<file path="config.mk">
export PLATFORM = sky130hd
export DESIGN_NAME = ahb_ext_bridge_flat
export DESIGN_NICKNAME = d
export VERILOG_FILES = /design/src/rtl/ahb_ext_bridge_pkg.sv /design/src/rtl/ahb_ext_bridge_if.sv /design/src/rtl/extmem_timeout.sv /design/src/rtl/ahb_ext_bridge.sv /design/src/flat_wrapper.sv
export SDC_FILE = /design/constraint.sdc
export NUM_CORES = 1
export LEC_CHECK = 0
export ABC_AREA = 1
export BUFFER_PORTS_ARGS = -buffer_cell sky130_fd_sc_hd__buf_2
export CAP_MARGIN = 25
export CORE_AREA = 2 2 137 139
export CTS_CLUSTER_SIZE = 24
export DETAILED_ROUTE_END_ITERATION = 6
export DIE_AREA = 0 0 139 141
export PLACE_DENSITY = 0.77
export SLEW_MARGIN = 20
export SYNTH_ARGS = -nofsm -noshare
export SYNTH_HDL_FRONTEND = slang
export SYNTH_SLANG_ARGS = --single-unit
export TNS_END_PERCENT = 10
</file>
<file path="constraint.sdc">
create_clock -name clk -period 2 [get_ports clk]
set_input_delay 0.3 -clock clk [delete_from_list [all_inputs] [get_ports clk]]
set_output_delay 0.3 -clock clk [all_outputs]
set_load 0.1 [all_outputs]
</file>
<file path="src/rtl/ahb_ext_bridge_pkg.sv">
// Shared types for the external-memory AHB bridge: FSM states, AHB encodings, alignment helper.
package ahb_ext_bridge_pkg;

    typedef enum logic [2:0] {
        ST_IDLE,
        ST_REQ,
        ST_WAIT,
        ST_DONE,
        ST_ERR1,
        ST_ERR2
    } bridge_state_e;

    localparam logic [1:0] HTRANS_IDLE   = 2'b00;
    localparam logic [1:0] HTRANS_BUSY   = 2'b01;
    localparam logic [1:0] HTRANS_NONSEQ = 2'b10;
    localparam logic [1:0] HTRANS_SEQ    = 2'b11;

    localparam logic HRESP_OKAY  = 1'b0;
    localparam logic HRESP_ERROR = 1'b1;

    // Sizes above a doubleword are rejected separately by the width check.
    function automatic logic addr_aligned(input logic [2:0] lsb, input logic [2:0] size);
        case (size)
            3'd0:    return 1'b1;
            3'd1:    return lsb[0] == 1'b0;
            3'd2:    return lsb[1:0] == 2'b00;
            3'd3:    return lsb == 3'b000;
            default: return 1'b0;
        endcase
    endfunction

endpackage

</file>
<file path="src/rtl/ahb_ext_bridge_if.sv">
// Bundles the AHB-Lite subordinate port and the memory-side request/response port.
// slave = bridge view; master = SoC/memory-controller view.
interface ahb_ext_bridge_if #(
    parameter int AHBW    = 64,
    parameter int PA_BITS = 34
);
    logic                 HSELEXT;
    logic [PA_BITS-1:0]   HADDR;
    logic [1:0]           HTRANS;
    logic                 HWRITE;
    logic [2:0]           HSIZE;
    logic [AHBW-1:0]      HWDATA;
    logic [AHBW/8-1:0]    HWSTRB;
    logic                 HREADY;
    logic [AHBW-1:0]      HRDATAEXT;
    logic                 HREADYEXT;
    logic                 HRESPEXT;

    logic                 MemReq;
    logic                 MemWrite;
    logic [PA_BITS-1:0]   MemAdr;
    logic [AHBW-1:0]      MemWData;
    logic [AHBW/8-1:0]    MemByteEn;
    logic                 MemGnt;
    logic                 MemDone;
    logic [AHBW-1:0]      MemRData;
    logic                 MemErr;

    modport slave (
        input  HSELEXT, HADDR, HTRANS, HWRITE, HSIZE, HWDATA, HWSTRB, HREADY,
        output HRDATAEXT, HREADYEXT, HRESPEXT,
        output MemReq, MemWrite, MemAdr, MemWData, MemByteEn,
        input  MemGnt, MemDone, MemRData, MemErr
    );

    modport master (
        output HSELEXT, HADDR, HTRANS, HWRITE, HSIZE, HWDATA, HWSTRB, HREADY,
        input  HRDATAEXT, HREADYEXT, HRESPEXT,
        input  MemReq, MemWrite, MemAdr, MemWData, MemByteEn,
        output MemGnt, MemDone, MemRData, MemErr
    );

endinterface

</file>
<file path="src/rtl/extmem_timeout.sv">
// Saturating wait-state counter; expired pulses on the cycle whose edge brings the count to TIMEOUT_CYCLES.
module extmem_timeout #(
    parameter int TIMEOUT_CYCLES = 1023
) (
    input  logic clk,
    input  logic reset,
    input  logic clear,
    input  logic run,
    output logic expired
);
    localparam int CNT_W = $clog2(TIMEOUT_CYCLES + 1);

    logic [CNT_W-1:0] cnt_q, cnt_d;

    always_comb begin
        cnt_d = cnt_q;
        if (clear) begin
            cnt_d = '0;
        end else if (run && (cnt_q != CNT_W'(TIMEOUT_CYCLES))) begin
            cnt_d = cnt_q + 1'b1;
        end
    end

    assign expired = run && (cnt_q == CNT_W'(TIMEOUT_CYCLES - 1));

    always_ff @(posedge clk) begin
        if (reset) begin
            cnt_q <= '0;
        end else begin
            cnt_q <= cnt_d;
        end
    end

endmodule

</file>
<file path="src/rtl/ahb_ext_bridge.sv">
// AHB-Lite HSELEXT subordinate turning each transfer into one memory request; two wait states minimum,
// HREADYEXT held low until MemDone. EXTMEM_TIMEOUT_EN adds an ERROR abort after TIMEOUT_CYCLES.
module ahb_ext_bridge
    import ahb_ext_bridge_pkg::*;
#(
    parameter int AHBW           = 64,
    parameter int PA_BITS        = 34,
    parameter int TIMEOUT_CYCLES = 1023
) (
    input  logic            clk,
    input  logic            reset,
    ahb_ext_bridge_if.slave bus
);
    localparam int BE_W  = AHBW / 8;
    localparam int ALIGN = $clog2(BE_W);

    bridge_state_e       state_q, state_d;
    logic                hready_q, hready_d;
    logic                hresp_q, hresp_d;
    logic [AHBW-1:0]     rdata_q, rdata_d;
    logic                req_q, req_d;
    logic                write_q, write_d;
    logic [PA_BITS-1:0]  adr_q, adr_d;
    logic [AHBW-1:0]     wdata_q, wdata_d;
    logic [BE_W-1:0]     be_q, be_d;

    logic accept, legal, start_req, req_wr, timed_out, busy;

    always_comb begin
        accept    = bus.HSELEXT && bus.HREADY &&
                    (bus.HTRANS == HTRANS_NONSEQ || bus.HTRANS == HTRANS_SEQ);
        legal     = (bus.HSIZE <= 3'(ALIGN)) && addr_aligned(bus.HADDR[2:0], bus.HSIZE);
        req_wr    = (state_q == ST_REQ) && write_q;
        busy      = (state_q == ST_REQ) || (state_q == ST_WAIT);
        start_req = 1'b0;
        state_d   = state_q;
        rdata_d   = rdata_q;
        write_d   = write_q;
        adr_d     = adr_q;
        wdata_d   = wdata_q;
        be_d      = be_q;

        case (state_q)
            ST_IDLE, ST_DONE, ST_ERR2: begin
                state_d = ST_IDLE;
                if (accept) begin
                    if (legal) begin
                        state_d   = ST_REQ;
                        start_req = 1'b1;
                        write_d   = bus.HWRITE;
                        adr_d     = {bus.HADDR[PA_BITS-1:ALIGN], {ALIGN{1'b0}}};
                        if (!bus.HWRITE) begin
                            be_d = '1;
                        end
                    end else begin
                        state_d = ST_ERR1;
                    end
                end
            end
            ST_REQ: begin
                // Write data arrives in the data phase, i.e. while we sit in REQ.
                if (req_wr) begin
                    wdata_d = bus.HWDATA;
                    be_d    = bus.HWSTRB;
                end
                if (timed_out) begin
                    state_d = ST_ERR1;
                end else if (bus.MemGnt) begin
                    state_d = ST_WAIT;
                end
            end
            ST_WAIT: begin
                if (timed_out) begin
                    state_d = ST_ERR1;
                end else if (bus.MemDone) begin
                    if (bus.MemErr) begin
                        state_d = ST_ERR1;
                    end else begin
                        state_d = ST_DONE;
                        if (!write_q) begin
                            rdata_d = bus.MemRData;
                        end
                    end
                end
            end
            ST_ERR1: state_d = ST_ERR2;
            default: state_d = ST_IDLE;
        endcase

        req_d    = (state_d == ST_REQ);
        hready_d = !(state_d inside {ST_REQ, ST_WAIT, ST_ERR1});
        hresp_d  = (state_d inside {ST_ERR1, ST_ERR2}) ? HRESP_ERROR : HRESP_OKAY;
    end

`ifdef EXTMEM_TIMEOUT_EN
    extmem_timeout #(
        .TIMEOUT_CYCLES (TIMEOUT_CYCLES)
    ) u_timeout (
        .clk     (clk),
        .reset   (reset),
        .clear   (start_req),
        .run     (busy),
        .expired (timed_out)
    );
`else
    assign timed_out = 1'b0;
`endif

    always_ff @(posedge clk) begin
        if (reset) begin
            state_q  <= ST_IDLE;
            hready_q <= 1'b1;
            hresp_q  <= HRESP_OKAY;
            rdata_q  <= '0;
            req_q    <= 1'b0;
            write_q  <= 1'b0;
            adr_q    <= '0;
            wdata_q  <= '0;
            be_q     <= '0;
        end else begin
            state_q  <= state_d;
            hready_q <= hready_d;
            hresp_q  <= hresp_d;
            rdata_q  <= rdata_d;
            req_q    <= req_d;
            write_q  <= write_d;
            adr_q    <= adr_d;
            wdata_q  <= wdata_d;
            be_q     <= be_d;
        end
    end

    assign bus.HRDATAEXT = rdata_q;
    assign bus.HREADYEXT = hready_q;
    assign bus.HRESPEXT  = hresp_q;
    assign bus.MemReq    = req_q;
    assign bus.MemWrite  = write_q;
    assign bus.MemAdr    = adr_q;
    assign bus.MemWData  = req_wr ? bus.HWDATA : wdata_q;
    assign bus.MemByteEn = req_wr ? bus.HWSTRB : be_q;

endmodule

</file>
<file path="src/flat_wrapper.sv">
// flat-port wrapper written by rule: the top's interface ports become plain ports
module ahb_ext_bridge_flat import ahb_ext_bridge_pkg::*;
#(
    parameter int AHBW           = 64,
    parameter int PA_BITS        = 34,
    parameter int TIMEOUT_CYCLES = 1023
)
  (clk, reset, bus_HSELEXT, bus_HADDR, bus_HTRANS, bus_HWRITE, bus_HSIZE, bus_HWDATA, bus_HWSTRB, bus_HREADY, bus_HRDATAEXT, bus_HREADYEXT, bus_HRESPEXT, bus_MemReq, bus_MemWrite, bus_MemAdr, bus_MemWData, bus_MemByteEn, bus_MemGnt, bus_MemDone, bus_MemRData, bus_MemErr);
  ahb_ext_bridge_if #(.AHBW(AHBW), .PA_BITS(PA_BITS)) bus_i ();
  input  logic clk;
  input  logic reset;
  input wire logic [$bits(bus_i.HSELEXT)-1:0] bus_HSELEXT;
  input wire logic [$bits(bus_i.HADDR)-1:0] bus_HADDR;
  input wire logic [$bits(bus_i.HTRANS)-1:0] bus_HTRANS;
  input wire logic [$bits(bus_i.HWRITE)-1:0] bus_HWRITE;
  input wire logic [$bits(bus_i.HSIZE)-1:0] bus_HSIZE;
  input wire logic [$bits(bus_i.HWDATA)-1:0] bus_HWDATA;
  input wire logic [$bits(bus_i.HWSTRB)-1:0] bus_HWSTRB;
  input wire logic [$bits(bus_i.HREADY)-1:0] bus_HREADY;
  output wire logic [$bits(bus_i.HRDATAEXT)-1:0] bus_HRDATAEXT;
  output wire logic [$bits(bus_i.HREADYEXT)-1:0] bus_HREADYEXT;
  output wire logic [$bits(bus_i.HRESPEXT)-1:0] bus_HRESPEXT;
  output wire logic [$bits(bus_i.MemReq)-1:0] bus_MemReq;
  output wire logic [$bits(bus_i.MemWrite)-1:0] bus_MemWrite;
  output wire logic [$bits(bus_i.MemAdr)-1:0] bus_MemAdr;
  output wire logic [$bits(bus_i.MemWData)-1:0] bus_MemWData;
  output wire logic [$bits(bus_i.MemByteEn)-1:0] bus_MemByteEn;
  input wire logic [$bits(bus_i.MemGnt)-1:0] bus_MemGnt;
  input wire logic [$bits(bus_i.MemDone)-1:0] bus_MemDone;
  input wire logic [$bits(bus_i.MemRData)-1:0] bus_MemRData;
  input wire logic [$bits(bus_i.MemErr)-1:0] bus_MemErr;
  assign bus_i.HSELEXT = bus_HSELEXT;
  assign bus_i.HADDR = bus_HADDR;
  assign bus_i.HTRANS = bus_HTRANS;
  assign bus_i.HWRITE = bus_HWRITE;
  assign bus_i.HSIZE = bus_HSIZE;
  assign bus_i.HWDATA = bus_HWDATA;
  assign bus_i.HWSTRB = bus_HWSTRB;
  assign bus_i.HREADY = bus_HREADY;
  assign bus_HRDATAEXT = bus_i.HRDATAEXT;
  assign bus_HREADYEXT = bus_i.HREADYEXT;
  assign bus_HRESPEXT = bus_i.HRESPEXT;
  assign bus_MemReq = bus_i.MemReq;
  assign bus_MemWrite = bus_i.MemWrite;
  assign bus_MemAdr = bus_i.MemAdr;
  assign bus_MemWData = bus_i.MemWData;
  assign bus_MemByteEn = bus_i.MemByteEn;
  assign bus_i.MemGnt = bus_MemGnt;
  assign bus_i.MemDone = bus_MemDone;
  assign bus_i.MemRData = bus_MemRData;
  assign bus_i.MemErr = bus_MemErr;
  ahb_ext_bridge #(.AHBW(AHBW), .PA_BITS(PA_BITS), .TIMEOUT_CYCLES(TIMEOUT_CYCLES)) u_core (.clk(clk), .reset(reset), .bus(bus_i));
endmodule
</file>
Yosys cells after proc, flatten, opt, wreduce, memory -nomap -nowiden
Index checks and enable logic that the tools add are counted.
{"block": "totals", "regBits": 174, "out_inout_bits": 174, "elab_cells": 61}
{"block": "op_classes", "magnitude_cmp": 1, "eq_ne": 17, "muxes": 14, "bitwise": 3, "reduce_logical": 17}
{"operator": "64-bit 2-to-1 mux", "count": 1}
{"operator": "8-bit 2-to-1 mux", "count": 4}
{"operator": "8-bit case mux with 2 select lines", "count": 1}
{"operator": "3-bit by 2-bit == test with 1-bit output (second input constant)", "count": 5}
{"operator": "3-bit 2-to-1 mux", "count": 5}
{"operator": "3-bit == test (second input constant)", "count": 4}
{"operator": "3-bit case mux with 4 select lines", "count": 1}
{"operator": "3-bit by 1-bit == test with 1-bit output (second input constant)", "count": 3}
{"operator": "3-bit logical NOT", "count": 3}
{"operator": "4-bit AND reduction", "count": 2}
{"operator": "2-bit == test (second input constant)", "count": 2}
{"operator": "1-bit logical AND", "count": 4}
{"operator": "2-bit by 1-bit inequality test with 1-bit output (second input constant)", "count": 2}
{"operator": "1-bit case mux with 4 select lines", "count": 1}
{"operator": "2-bit nonzero test", "count": 2}
{"operator": "3-bit by 2-bit less-or-equal comparator with 1-bit output (second input constant)", "count": 1}
{"operator": "1-bit NOT", "count": 3}
{"operator": "3-bit AND reduction", "count": 1}
{"operator": "3-bit nonzero test", "count": 1}
{"operator": "3-bit OR reduction", "count": 1}
{"operator": "2-bit logical NOT", "count": 1}
{"operator": "2-bit inequality test (second input constant)", "count": 1}
{"operator": "1-bit logical NOT", "count": 1}
{"operator": "1-bit logical OR", "count": 1}
{"operator": "1-bit 2-to-1 mux", "count": 1}

Depth between registers and ports, before layout
Gate-level depths: netlist of run 1.
{"block": "logic_depth", "depth_word": 9, "mapped_depth": 10, "mapped_depth_nobuf": 9}

Worst setup path before layout of run 1
Ideal clock, no wire load.
{"block": "synth_path", "path_type": "register to output", "start": "register u_core.write_q (netlist: u_core.bus.MemWrite)", "end": "output port bus_MemWData[10]", "t_arrival_ns": 2.331, "t_required_ns": 1.700, "path_slack_ns": -0.631, "stages_incl_launch_ff": 7, "n_path_buf": 1, "path_cell_list": "dfxtp_1 > inv_1 > nor2_4 > buf_2 > or2_2 > o21ai_1 > inv_1"}
{"block": "synth_via", "elab_chain_cells": 2}
{"item": "start: declaration", "line_no": "ahb_ext_bridge.sv:22", "rtl": "logic write_q, write_d;"}
{"item": "start signal: assignment", "line_no": "ahb_ext_bridge.sv:126", "rtl": "write_q <= write_d;"}
{"item": "1-bit logical AND", "line_no": "ahb_ext_bridge.sv:33", "rtl": "req_wr = (state_q == ST_REQ) && write_q;"}
{"item": "64-bit 2-to-1 mux", "line_no": "ahb_ext_bridge.sv:139", "rtl": "assign bus.MemWData = req_wr ? bus.HWDATA : wdata_q;"}
{"item": "end: declaration", "line_no": "flat_wrapper.sv:26", "rtl": "output wire logic [$bits(bus_i.MemWData)-1:0] bus_MemWData;"}
Every way passes these cells.

Worst setup path in the final report of run 1
{"block": "layout_path", "start": "register u_core.state_q[2]", "end": "output port bus_MemWData[48]"}
{"block": "layout_via", "elab_chain_cells": 3}
{"item": "start: declaration", "line_no": "ahb_ext_bridge.sv:17", "rtl": "bridge_state_e state_q, state_d;"}
{"item": "start signal: assignment", "line_no": "ahb_ext_bridge.sv:121", "rtl": "state_q <= state_d;"}
{"item": "3-bit by 1-bit == test with 1-bit output", "line_no": "ahb_ext_bridge.sv:33"}
{"item": "1-bit logical AND", "line_no": "ahb_ext_bridge.sv:33"}
{"item": "64-bit 2-to-1 mux", "line_no": "ahb_ext_bridge.sv:139"}
Every way passes these cells.

==> results of run 1 <==
## cell type report
cell class	count	area, µm²
inverters	150	697
flip-flops and latches	174	3490
diodes	2	5.00
repair buffers	397	3310
fillers	1450	6870
well taps	234	293
multi-input cells	518	3000
clock buffers	17	425
clock inverters	15	170
## what timing repair did
action | in CTS | in global routing
pin swaps | 1 | 7
resized for setup | 122 | 141
endpoints found under the setup margin | 72 | 72
hold buffers | 0 | 0
cloned | 0 | 8
setup buffers | 0 | 13
## cells in the mapped netlist (all sizes together)
master	count	area [µm²]
dfxtp	174	3480
o21ai	161	806
inv	150	563
nor2	141	539
a21oi	76	380
or2	64	400
nand2	57	216
buf	29	160
clkbuf	28	110
nand3	13	70.1
nor3	2	10.0
conb	1	3.75
o21bai	1	7.51
## state kept, by name (all words and copies together) (netlist names)
signal,cells
u_core.wdata_q,64
u_core.bus.HRDATAEXT,64
u_core.bus.HRESPEXT,1
u_core.bus.MemReq,1
u_core.bus.MemAdr,31
u_core.state_q,3
u_core.be_q,8
u_core.bus.HREADYEXT,1
u_core.bus.MemWrite,1
## per-layer routing
layer | vias up | track usage | wire, µm
li1 | 3488 | - | -
met1 | 3201 | 0.212 | 8810
met2 | 281 | 0.341 | 11600
met3 | 37 | 0.0622 | 1590
met4 | 6 | 0.0617 | 461
met5 | - | 0 | 32
## metrics by stage
stage	instances	hold slack [ns]	cell area [µm²]	setup slack, ns
after floorplan	899	0.425	6900	-0.0370
after global placement	1452	0.427	9570	0.0701
after detailed placement	1452	0.431	9570	0.0434
after CTS	1484	0.0944	10500	-0.284
after global routing	1505	0.112	11400	-0.315
final	1507	0.113	11400	-0.249
## worst paths after layout
path	startpoint	end	depth (start not counted)
setup / recovery	u_core.state_q[2]$_SDFF_PP0_	bus_MemWData[48]	9
hold / removal	bus_HADDR[10]	u_core.bus.MemAdr[10]$_SDFFE_PP0P_	3
setup reg to reg	u_core.state_q[1]$_SDFF_PP0_	u_core.bus.HRDATAEXT[10]$_SDFFE_PP0P_	8
hold reg to reg	u_core.bus.HRDATAEXT[11]$_SDFFE_PP0P_	u_core.bus.HRDATAEXT[11]$_SDFFE_PP0P_	2
## cells in the final DEF, fill, tap and decap left out, drive strengths merged
master    instances
a21oi            76
buf             391
bufinv            1
clkbuf           23
clkinv            4
clkinvlp         36
conb              3
dfxtp           174
diode             2
inv             124
nand2            57
nand3            13
nor2            141
nor3              2
o21ai           161
o21bai            1
or2              64
## report_power, final
| group | switching (mW) | internal, mW | total, mW | leakage, nW |
|---|---|---|---|---|
| Sequential | 0.0234 | 3.51 | 3.54 | 1.41 |
| Combinational | 0.723 | 0.329 | 1.05 | 3.55 |
| Clock | 1.57 | 1.79 | 3.36 | 0.291 |
| Total | 2.32 | 5.63 | 7.95 | 5.25 |
## kinds of logic (layout without fill, tap and decap cells)
family | Yosys count | after routing | share of synthesized area
simple gates | 277 | 277 | 0.183
compound gates | 238 | 238 | 0.177
buf+inv | 207 | 579 | 0.123
flops | 174 | 174 | 0.516
other cells | 1 | 5 | 0.000556
## critical path: cells and delay by family (launching register included)
kind            cells  cell delay [ns]
simple gates        3             0.44
compound gates      1             0.10
buf+inv             5             0.65
flops               1             0.33
==> results.sh, run 1 <==
export IMPL_worstMarginPinSlew_ns=0.775
export IMPL_synth_seq_cells=174
export IMPL_p_per_area_mw_per_mm2=697
export IMPL_cts_buffer_depth=2
export IMPL_setup_viol=72
export IMPL_dr_first_iter_drc_count=282
export IMPL_tns_ns=-12.83
export IMPL_crit_chain="inv_2 -> nand3_4 -> nor2_4 -> buf_4 -> clkbuf_16 -> or2_2 -> o21ai_2 -> clkinvlp_4 -> buf_6"
export IMPL_wl_per_cell_um=14.9
export IMPL_finalHoldViolCount=0
export IMPL_grt_usage=0.189
export IMPL_clk_latency_ns=0.42
export IMPL_worstPathRequired_ns=1.70
export IMPL_grt_max_degree=129
export IMPL_drt_wl_total_um=22500
export IMPL_firstDrtPassIters=4
export IMPL_crit_path_end_kind="primary output"
export IMPL_cts_root_buf="clkbuf_16"
export IMPL_cts_num_sinks=174
export IMPL_vias=7013
export IMPL_antenna_found_initial=4
export IMPL_leakagePower_nw=5.25
export IMPL_finClkSkew_ns=0.0130
export IMPL_maxSlewViolCount=0
export IMPL_die_w_um=139
export IMPL_cp_arrival_ns=1.95
export IMPL_port_buffers=352
export IMPL_ctsHtreeMaxLevel=4
export IMPL_relSlewSlack=0.483
export IMPL_core_area_mm2=0.0183
export IMPL_drive_gt1_frac=0.492
export IMPL_postLayoutCoreUtil=0.624
export IMPL_syn_inst=897
export IMPL_status="finished, violations left"
export IMPL_start_kind="flop"
export IMPL_path_class="reg -> out"
export IMPL_cts_tree="yes"
export IMPL_grt_pass1_vias=6406
export IMPL_min_path_type="in -> reg"
export IMPL_dieArea_mm2=0.0196
export IMPL_antenna_left=0
export IMPL_syn_avg_cell_area_um2=7.53
export IMPL_area_delta_synth_final_pct=68.8
export IMPL_finalPower_mw=7.95
export IMPL_period_share=1.12
export IMPL_cts_buffers=17
export IMPL_initial_core_util=0.370
export IMPL_seq_area_frac_synth=0.516
export IMPL_ios=357
export IMPL_timing_fmax_ghz=0.445
export IMPL_place_congestion=0.813
export IMPL_min_period_ns=2.25
export IMPL_crit_slowest_cell="dfxtp_2"
export IMPL_r2r_slack_ns=0.30
export IMPL_clkTransAtPathRegs_ns=0.07
export IMPL_drc=0
export IMPL_max_stage_delay_ns=0.33
export IMPL_die_h_um=141
export IMPL_worst_slack_ns=-0.249
export IMPL_ir_drop_uv=536
export IMPL_timing_max_cap_violations=0
export IMPL_yosysWarnings=0
export IMPL_violations="negative setup slack"
export IMPL_grt_overflow_total=0
export IMPL_netlist_area_mm2=0.00675
export IMPL_crit_path_max_fanout=12
export IMPL_grt_pass1_wl_um=30400
export IMPL_ys_types=22
export IMPL_hpwl_um=13800
export IMPL_rows=50
export IMPL_fin_nets=1441
export IMPL_rsz0062_at_grt="true"
export IMPL_vias_per_cell=4.65
No activity file was read; power rests on OpenSTA's default activity.
==> inputs of run 2 (changes only) <==
--- a/config.mk
+++ b/config.mk
@@ -5,14 +5,14 @@
 export SDC_FILE = /design/constraint.sdc
 export NUM_CORES = 1
 export LEC_CHECK = 0
-export ABC_AREA = 1
+export ABC_AREA = 0
 export BUFFER_PORTS_ARGS = -buffer_cell sky130_fd_sc_hd__buf_2
 export CAP_MARGIN = 25
-export CORE_AREA = 2 2 137 139
-export CTS_CLUSTER_SIZE = 24
+export CORE_AREA = 2 2 139 141
+export CTS_CLUSTER_SIZE = 12
 export DETAILED_ROUTE_END_ITERATION = 6
-export DIE_AREA = 0 0 139 141
-export PLACE_DENSITY = 0.77
+export DIE_AREA = 0 0 141 143
+export PLACE_DENSITY = 0.78
 export SLEW_MARGIN = 20
 export SYNTH_ARGS = -nofsm -noshare
 export SYNTH_HDL_FRONTEND = slang
==> results.sh, run 2 <==
export IMPL_drive_gt1_frac=0.455
export IMPL_yosysWarnings=0
export IMPL_cts_root_buf="clkbuf_16"
export IMPL_vias=6170
export IMPL_gr_usage_met3=0.0577
export IMPL_synthArstFlopShare=0
export IMPL_cts_buffers=17
export IMPL_fillers=1522
export IMPL_place_ws_ns=0.0520
export IMPL_crit_chain="nor2b_4 -> and3b_4 -> buf_12 -> clkbuf_16 -> mux2_4 -> buf_12"
export IMPL_cts_tree="yes"
export IMPL_met2_usage=0.345
export IMPL_cts_num_sinks=174
export IMPL_crit_slowest_cell="dfxtp_2"
export IMPL_hpwl_um=14900
export IMPL_tns_ns=-15.30
export IMPL_firstDrtPassIters=5
export IMPL_synth_area_leaders="dfxtp_1 49%, mux2_4 13%, nand2_1 11%, and2_1 5.7%, a21oi_1 5.3%"
export IMPL_ctsHtreeMaxLevel=4
export IMPL_maxSlewViolCount=0
export IMPL_rows=50
export IMPL_fin_nets=1261
export IMPL_drc=0
export IMPL_dr_first_iter_drc_count=335
export IMPL_area_delta_synth_final_pct=52.1
export IMPL_min_period_ns=2.26
export IMPL_placed_area_mm2=0.0102
export IMPL_stdcell_area_mm2=0.0108
export IMPL_ys_types=38
export IMPL_start_kind="flop"
export IMPL_netlist_area_mm2=0.00712
export IMPL_syn_avg_cell_area_um2=9.73
export IMPL_setup_viol=72
export IMPL_cp_common_cell="buf_12"
export IMPL_crit_path_end_kind="primary output"
export IMPL_clk_latency_ns=0.42
export IMPL_synth_area_leader_cell="dfxtp_1"
export IMPL_finalPower_mw=7.42
export IMPL_ir_drop_uv=565
export IMPL_finClkSkew_ns=0.00811
export IMPL_antenna_left=0
export IMPL_crit_path_max_fanout=12
export IMPL_period_share=1.13
export IMPL_initial_core_util=0.383
export IMPL_relSlewSlack=0.528
export IMPL_seq_area_frac_synth=0.489
export IMPL_die_w_um=141
export IMPL_worstPathRequired_ns=1.70
export IMPL_min_path_type="in -> reg"
export IMPL_worstMarginPinSlew_ns=0.708
export IMPL_postLayoutCoreUtil=0.583
export IMPL_port_buffers=352
export IMPL_yosysTopAreaCellShare=0.489
export IMPL_grt_max_degree=69
export IMPL_clkTransAtPathRegs_ns=0.07
export IMPL_synth_seq_cells=174
export IMPL_finalHoldViolCount=0
export IMPL_grt_pass1_vias=5904
export IMPL_ys_flop_type="dfxtp_1"
export IMPL_wl_per_cell_um=15.1
export IMPL_status="finished, violations left"
export IMPL_cp_arrival_ns=1.96
export IMPL_vias_per_cell=4.65
export IMPL_p_per_area_mw_per_mm2=685
export IMPL_grt_pass1_wl_um=30600
export IMPL_final_cell_mix="280 x buf_2, 209 x nand2_1, 172 x dfxtp_1"
export IMPL_antenna_found_initial=1
export IMPL_rsz0062_at_grt="true"
export IMPL_ios=357
export IMPL_place_congestion=0.778
export IMPL_synth_edff_count=0
export IMPL_core_area_mm2=0.0186
export IMPL_met1_usage=0.219
export IMPL_grt_overflow_total=0
export IMPL_dieArea_mm2=0.0202
export IMPL_yosys_cell_count_top_type="nand2_1"
export IMPL_violations="negative setup slack"
export IMPL_timing_max_cap_violations=0
export IMPL_worst_slack_ns=-0.259
export IMPL_synth_commonest_cells="217 x nand2_1, 174 x dfxtp_1, 75 x a21oi_1"
export IMPL_syn_inst=732
export IMPL_r2r_slack_ns=0.22
export IMPL_leakagePower_nw=4.78
export IMPL_die_h_um=143
export IMPL_path_class="reg -> out"
export IMPL_top_usage_layer="met2"
export IMPL_grt_usage=0.192
export IMPL_drt_wl_total_um=20000
export IMPL_max_stage_delay_ns=0.33
export IMPL_mostFrequentLayoutCell="buf_2"
export IMPL_timing_fmax_ghz=0.443
export IMPL_cts_buffer_depth=2
-- run 2: cell types whose count changed after synthesis, sizes merged, moves of 4 or more --
cell    before  now
nand2       57  217
o21ai      161   10
inv        150    1
nor2       141   10
and2         0   65
mux2         0   65
or2         64    0
mux2i        0   32
nand3       13    2
clkbuf      28   24
-- run 2: what timing repair did --
item / CTS / global route
hold endpoints to repair: 0 / 0
gates cloned: 0 / 1
setup endpoints to repair: 72 / 72
gates resized for setup: 4 / 0
buffers inserted: 2 / 0
hold buffers: 0 / 0
-- run 2: layout make-up --
| class | instances | area [µm²] | area share |
|---|---|---|---|
| multi-input cells | 503 | 3240 | 0.299 |
| clock inverters | 14 | 149 | 0.0137 |
| diodes | 1 | 2.50 | 0.000231 |
| well taps | 234 | 293 | 0.0270 |
| flip-flops and latches | 174 | 3490 | 0.322 |
| repair buffers | 381 | 3210 | 0.297 |
| clock buffers | 18 | 439 | 0.0406 |
| inverters | 1 | 5.00 | 0.000462 |
-- run 2: final timing paths --
check	start	end	cells after the start
worst min register to register	u_core.bus.HRDATAEXT[47]$_SDFFE_PP0P_	u_core.bus.HRDATAEXT[47]$_SDFFE_PP0P_	2
worst max-delay path	u_core.state_q[0]$_SDFF_PP0_	bus_MemWData[22]	6
worst min-delay path	bus_MemRData[19]	u_core.bus.HRDATAEXT[19]$_SDFFE_PP0P_	3
worst max register to register	u_core.state_q[1]$_SDFF_PP0_	u_core.bus.HRDATAEXT[14]$_SDFFE_PP0P_	6
-- run 2: where the power goes --
part | switching [mW] | leakage (nW) | total (mW) | internal (mW)
combinational | 0.393 | 3.10 | 0.620 | 0.227
clock | 1.50 | 0.277 | 3.30 | 1.80
sequential | 0.0113 | 1.40 | 3.50 | 3.49
-- run 2: metal layers --
layer	vias up	wire [µm]
li1	3075	-
met1	2824	7900
met2	247	10300
met3	24	1370
met4	0	398
met5	-	0
-- run 2: metrics by stage --
stage                     instances  hold WS, ns
after detailed placement       1290        0.443
after global routing           1326       0.0892
final                          1326        0.113
after CTS                      1324       0.0966
after global placement         1290        0.439
after floorplan                 734        0.432
-- run 2: kinds of logic after synthesis --
kind of cell    synth area share
simple gates               0.194
flops                      0.489
mux                        0.181
compound gates            0.0717
buf+inv                   0.0610
xor+xnor                 0.00228
other cells             0.000527
-- run 2: critical path, delay by kind of cell, from the launching register on --
kind | cells | cell delay (ns)
mux | 1 | 0.32
simple gates | 2 | 0.37
flops | 1 | 0.33
buf+inv | 3 | 0.51
==> inputs of run 3 (changes only) <==
--- a/config.mk
+++ b/config.mk
@@ -8,11 +8,14 @@
 export ABC_AREA = 0
 export BUFFER_PORTS_ARGS = -buffer_cell sky130_fd_sc_hd__buf_2
 export CAP_MARGIN = 25
-export CORE_AREA = 2 2 139 141
+export CELL_PAD_IN_SITES_DETAIL_PLACEMENT = 2
+export CELL_PAD_IN_SITES_GLOBAL_PLACEMENT = 2
+export CORE_ASPECT_RATIO = 1.25
+export CORE_MARGIN = 2
+export CORE_UTILIZATION = 28
 export CTS_CLUSTER_SIZE = 12
 export DETAILED_ROUTE_END_ITERATION = 6
-export DIE_AREA = 0 0 141 143
-export PLACE_DENSITY = 0.78
+export PLACE_DENSITY = 0.95
 export SLEW_MARGIN = 20
 export SYNTH_ARGS = -nofsm -noshare
 export SYNTH_HDL_FRONTEND = slang
==> results.sh, run 3 (synthesis results as in run 2) <==
export IMPL_clkTransAtPathRegs_ns=0.07
export IMPL_p_clk_frac=0.461
export IMPL_cp_common_cell="buf_12"
export IMPL_start_kind="flop"
export IMPL_finalHoldViolCount=0
export IMPL_cp_arrival_ns=2.00
export IMPL_vias_per_cell=4.53
export IMPL_ctsHtreeMaxLevel=4
export IMPL_timing_rr_end="u_core.wdata_q[43]$_SDFFE_PP0P_"
export IMPL_fillers=2644
export IMPL_grt_max_degree=91
export IMPL_worstMarginPinSlew_ns=0.581
export IMPL_worst_slack_ns=-0.296
export IMPL_critPathLaunch="u_core.state_q[0]$_SDFF_PP0_"
export IMPL_clk_latency_ns=0.43
export IMPL_tns_ns=-17.44
export IMPL_initial_core_util=0.283
export IMPL_sequentialPowerShare=0.455
export IMPL_cts_hold_buf=0
export IMPL_finClkSkew_ns=0.0114
export IMPL_vias=6484
export IMPL_relSlewSlack=0.615
export IMPL_drive_gt1_frac=0.457
export IMPL_grt_pass1_wl_um=42700
export IMPL_path_class="reg -> out"
export IMPL_firstDrtPassIters=4
export IMPL_drt_wl_total_um=28600
export IMPL_switchingPower_mw=1.96
export IMPL_p_per_area_mw_per_mm2=696
export IMPL_crit_path_max_fanout=8
export IMPL_die_h_um=182
export IMPL_stdcell_area_mm2=0.0111
export IMPL_max_stage_delay_ns=0.33
export IMPL_timing_max_cap_violations=0
export IMPL_rsz0062_at_grt="true"
export IMPL_fin_nets=1263
export IMPL_port_buffers=352
export IMPL_min_period_ns=2.30
export IMPL_place_congestion=0.752
export IMPL_crit_slowest_cell="dfxtp_2"
export IMPL_antenna_left=0
export IMPL_crit_path_end_kind="primary output"
export IMPL_cts_root_buf="clkbuf_16"
export IMPL_dr_first_iter_drc_count=232
export IMPL_cts_buffers=17
export IMPL_hpwl_um=21800
export IMPL_p_comb_frac=0.084
export IMPL_ir_drop_uv=568
export IMPL_antenna_found_initial=7
export IMPL_seqCellArea_mm2=0.00349
export IMPL_maxSlewViolCount=0
export IMPL_leakagePower_nw=4.81
export IMPL_grt_pass1_vias=7362
export IMPL_period_share=1.15
export IMPL_cts_tree="yes"
export IMPL_cts_num_sinks=174
export IMPL_reg2reg_depth=8
export IMPL_worstPathRequired_ns=1.70
export IMPL_setup_viol=72
export IMPL_wl_per_cell_um=19.9
export IMPL_timing_fmax_ghz=0.436
export IMPL_p_int_mw=5.74
export IMPL_rr_startpoint="u_core.state_q[0]$_SDFF_PP0_"
export IMPL_area_delta_synth_final_pct=55.2
export IMPL_grt_usage=0.209
export IMPL_status="finished, violations left"
export IMPL_finalPower_mw=7.70
export IMPL_dieArea_mm2=0.0267
export IMPL_rows=65
export IMPL_grt_overflow_total=0
export IMPL_cts_buffer_depth=2
export IMPL_mostFrequentLayoutCell="buf_2"
export IMPL_setup_worst_path_end="bus_MemWData[38]"
export IMPL_final_cell_mix="280 x buf_2, 209 x nand2_1, 171 x dfxtp_1"
export IMPL_core_area_mm2=0.0251
export IMPL_placed_area_mm2=0.0102
export IMPL_swShare=0.254
export IMPL_min_path_type="in -> reg"
export IMPL_crit_chain="nor2b_4 -> and3b_4 -> buf_12 -> buf_12 -> buf_12 -> mux2_4 -> buf_12"
export IMPL_drc=0
export IMPL_r2r_slack_ns=0.18
export IMPL_violations="negative setup slack"
export IMPL_ios=357
export IMPL_multi_input_area_mm2=0.00324
export IMPL_die_w_um=147
==> run 3: cell types whose count changed in the layout (fill, tap and decap cells not counted), moves of 2 or more <==
cell       change
diode_2        +3
inv_8          -3
buf_12         +3
bufinv_16      +2
==> run 3: final cells by class <==
cell class                 instances  share of cell area
tap                              335              0.0379
timing repair buffer             383               0.296
multi-input combinational        503               0.293
inverter                           1            0.000453
antenna                            4            0.000906
clock inverter                    14              0.0163
sequential                       174               0.316
clock buffer                      18              0.0397
==> run 3: through the flow <==
stage | worst slack [ns] | cells | hold slack, ns | utilization
finish | -0.296 | 1432 | 0.102 | 0.440
global route | -0.388 | 1432 | 0.0902 | 0.440
CTS | -0.338 | 1423 | 0.0751 | 0.437
detailed placement | 0.0309 | 1384 | 0.447 | 0.408
global placement | 0.0772 | 1384 | 0.439 | 0.408
floorplan | 0.00896 | 734 | 0.432 | -
==> run 3: worst min path at each step <==
stage	depth (start not counted)	endpoint	start	slack, ns
after floorplan	2	u_core.bus.MemWrite$_SDFFE_PP0P_	bus_HWRITE	0.43
after global placement	2	u_core.bus.HRDATAEXT[46]$_SDFFE_PP0P_	u_core.bus.HRDATAEXT[46]$_SDFFE_PP0P_	0.44
after detailed placement	2	u_core.bus.HRDATAEXT[37]$_SDFFE_PP0P_	u_core.bus.HRDATAEXT[37]$_SDFFE_PP0P_	0.45
after CTS	3	u_core.bus.HRDATAEXT[59]$_SDFFE_PP0P_	bus_MemRData[59]	0.08
after global routing	3	u_core.bus.HRDATAEXT[27]$_SDFFE_PP0P_	bus_MemRData[27]	0.09
final	3	u_core.bus.HRDATAEXT[27]$_SDFFE_PP0P_	bus_MemRData[27]	0.10
==> run 3: timing repair <==
| item | CTS | global route |
|---|---|---|
| endpoints found under the setup margin | 72 | 72 |
| resized for setup | 9 | 0 |
| cloned | 1 | 0 |
| setup buffers | 6 | 5 |
==> run 3: power groups by stage <==
| stage | registers (mW) | logic, mW | clock network, mW |
|---|---|---|---|
| floorplan | 3.71 | 0.220 | 0 |
| global placement | 3.58 | 0.619 | 0 |
| detailed placement | 3.58 | 0.649 | 0 |
| CTS | 3.50 | 0.654 | 3.66 |
| global route | 3.50 | 0.693 | 3.80 |
| finish | 3.50 | 0.648 | 3.55 |
==> run 3: per-layer routing <==
layer,share of wire,track usage,vias up,routed length [µm]
li1,-,-,3081,-
met1,0.35,0.202,3108,10100
met2,0.56,0.412,246,16000
met3,0.058,0.0568,49,1650
met4,0.031,0.0874,0,890
met5,0,0,-,0
==> run 3: worst max-delay path, delay by kind of cell, from the launching register on <==
family | cells | cell delay (ns)
muxes | 1 | 0.33
DFF | 1 | 0.33
buffers and inverters | 4 | 0.56
and+or+nand+nor | 2 | 0.33
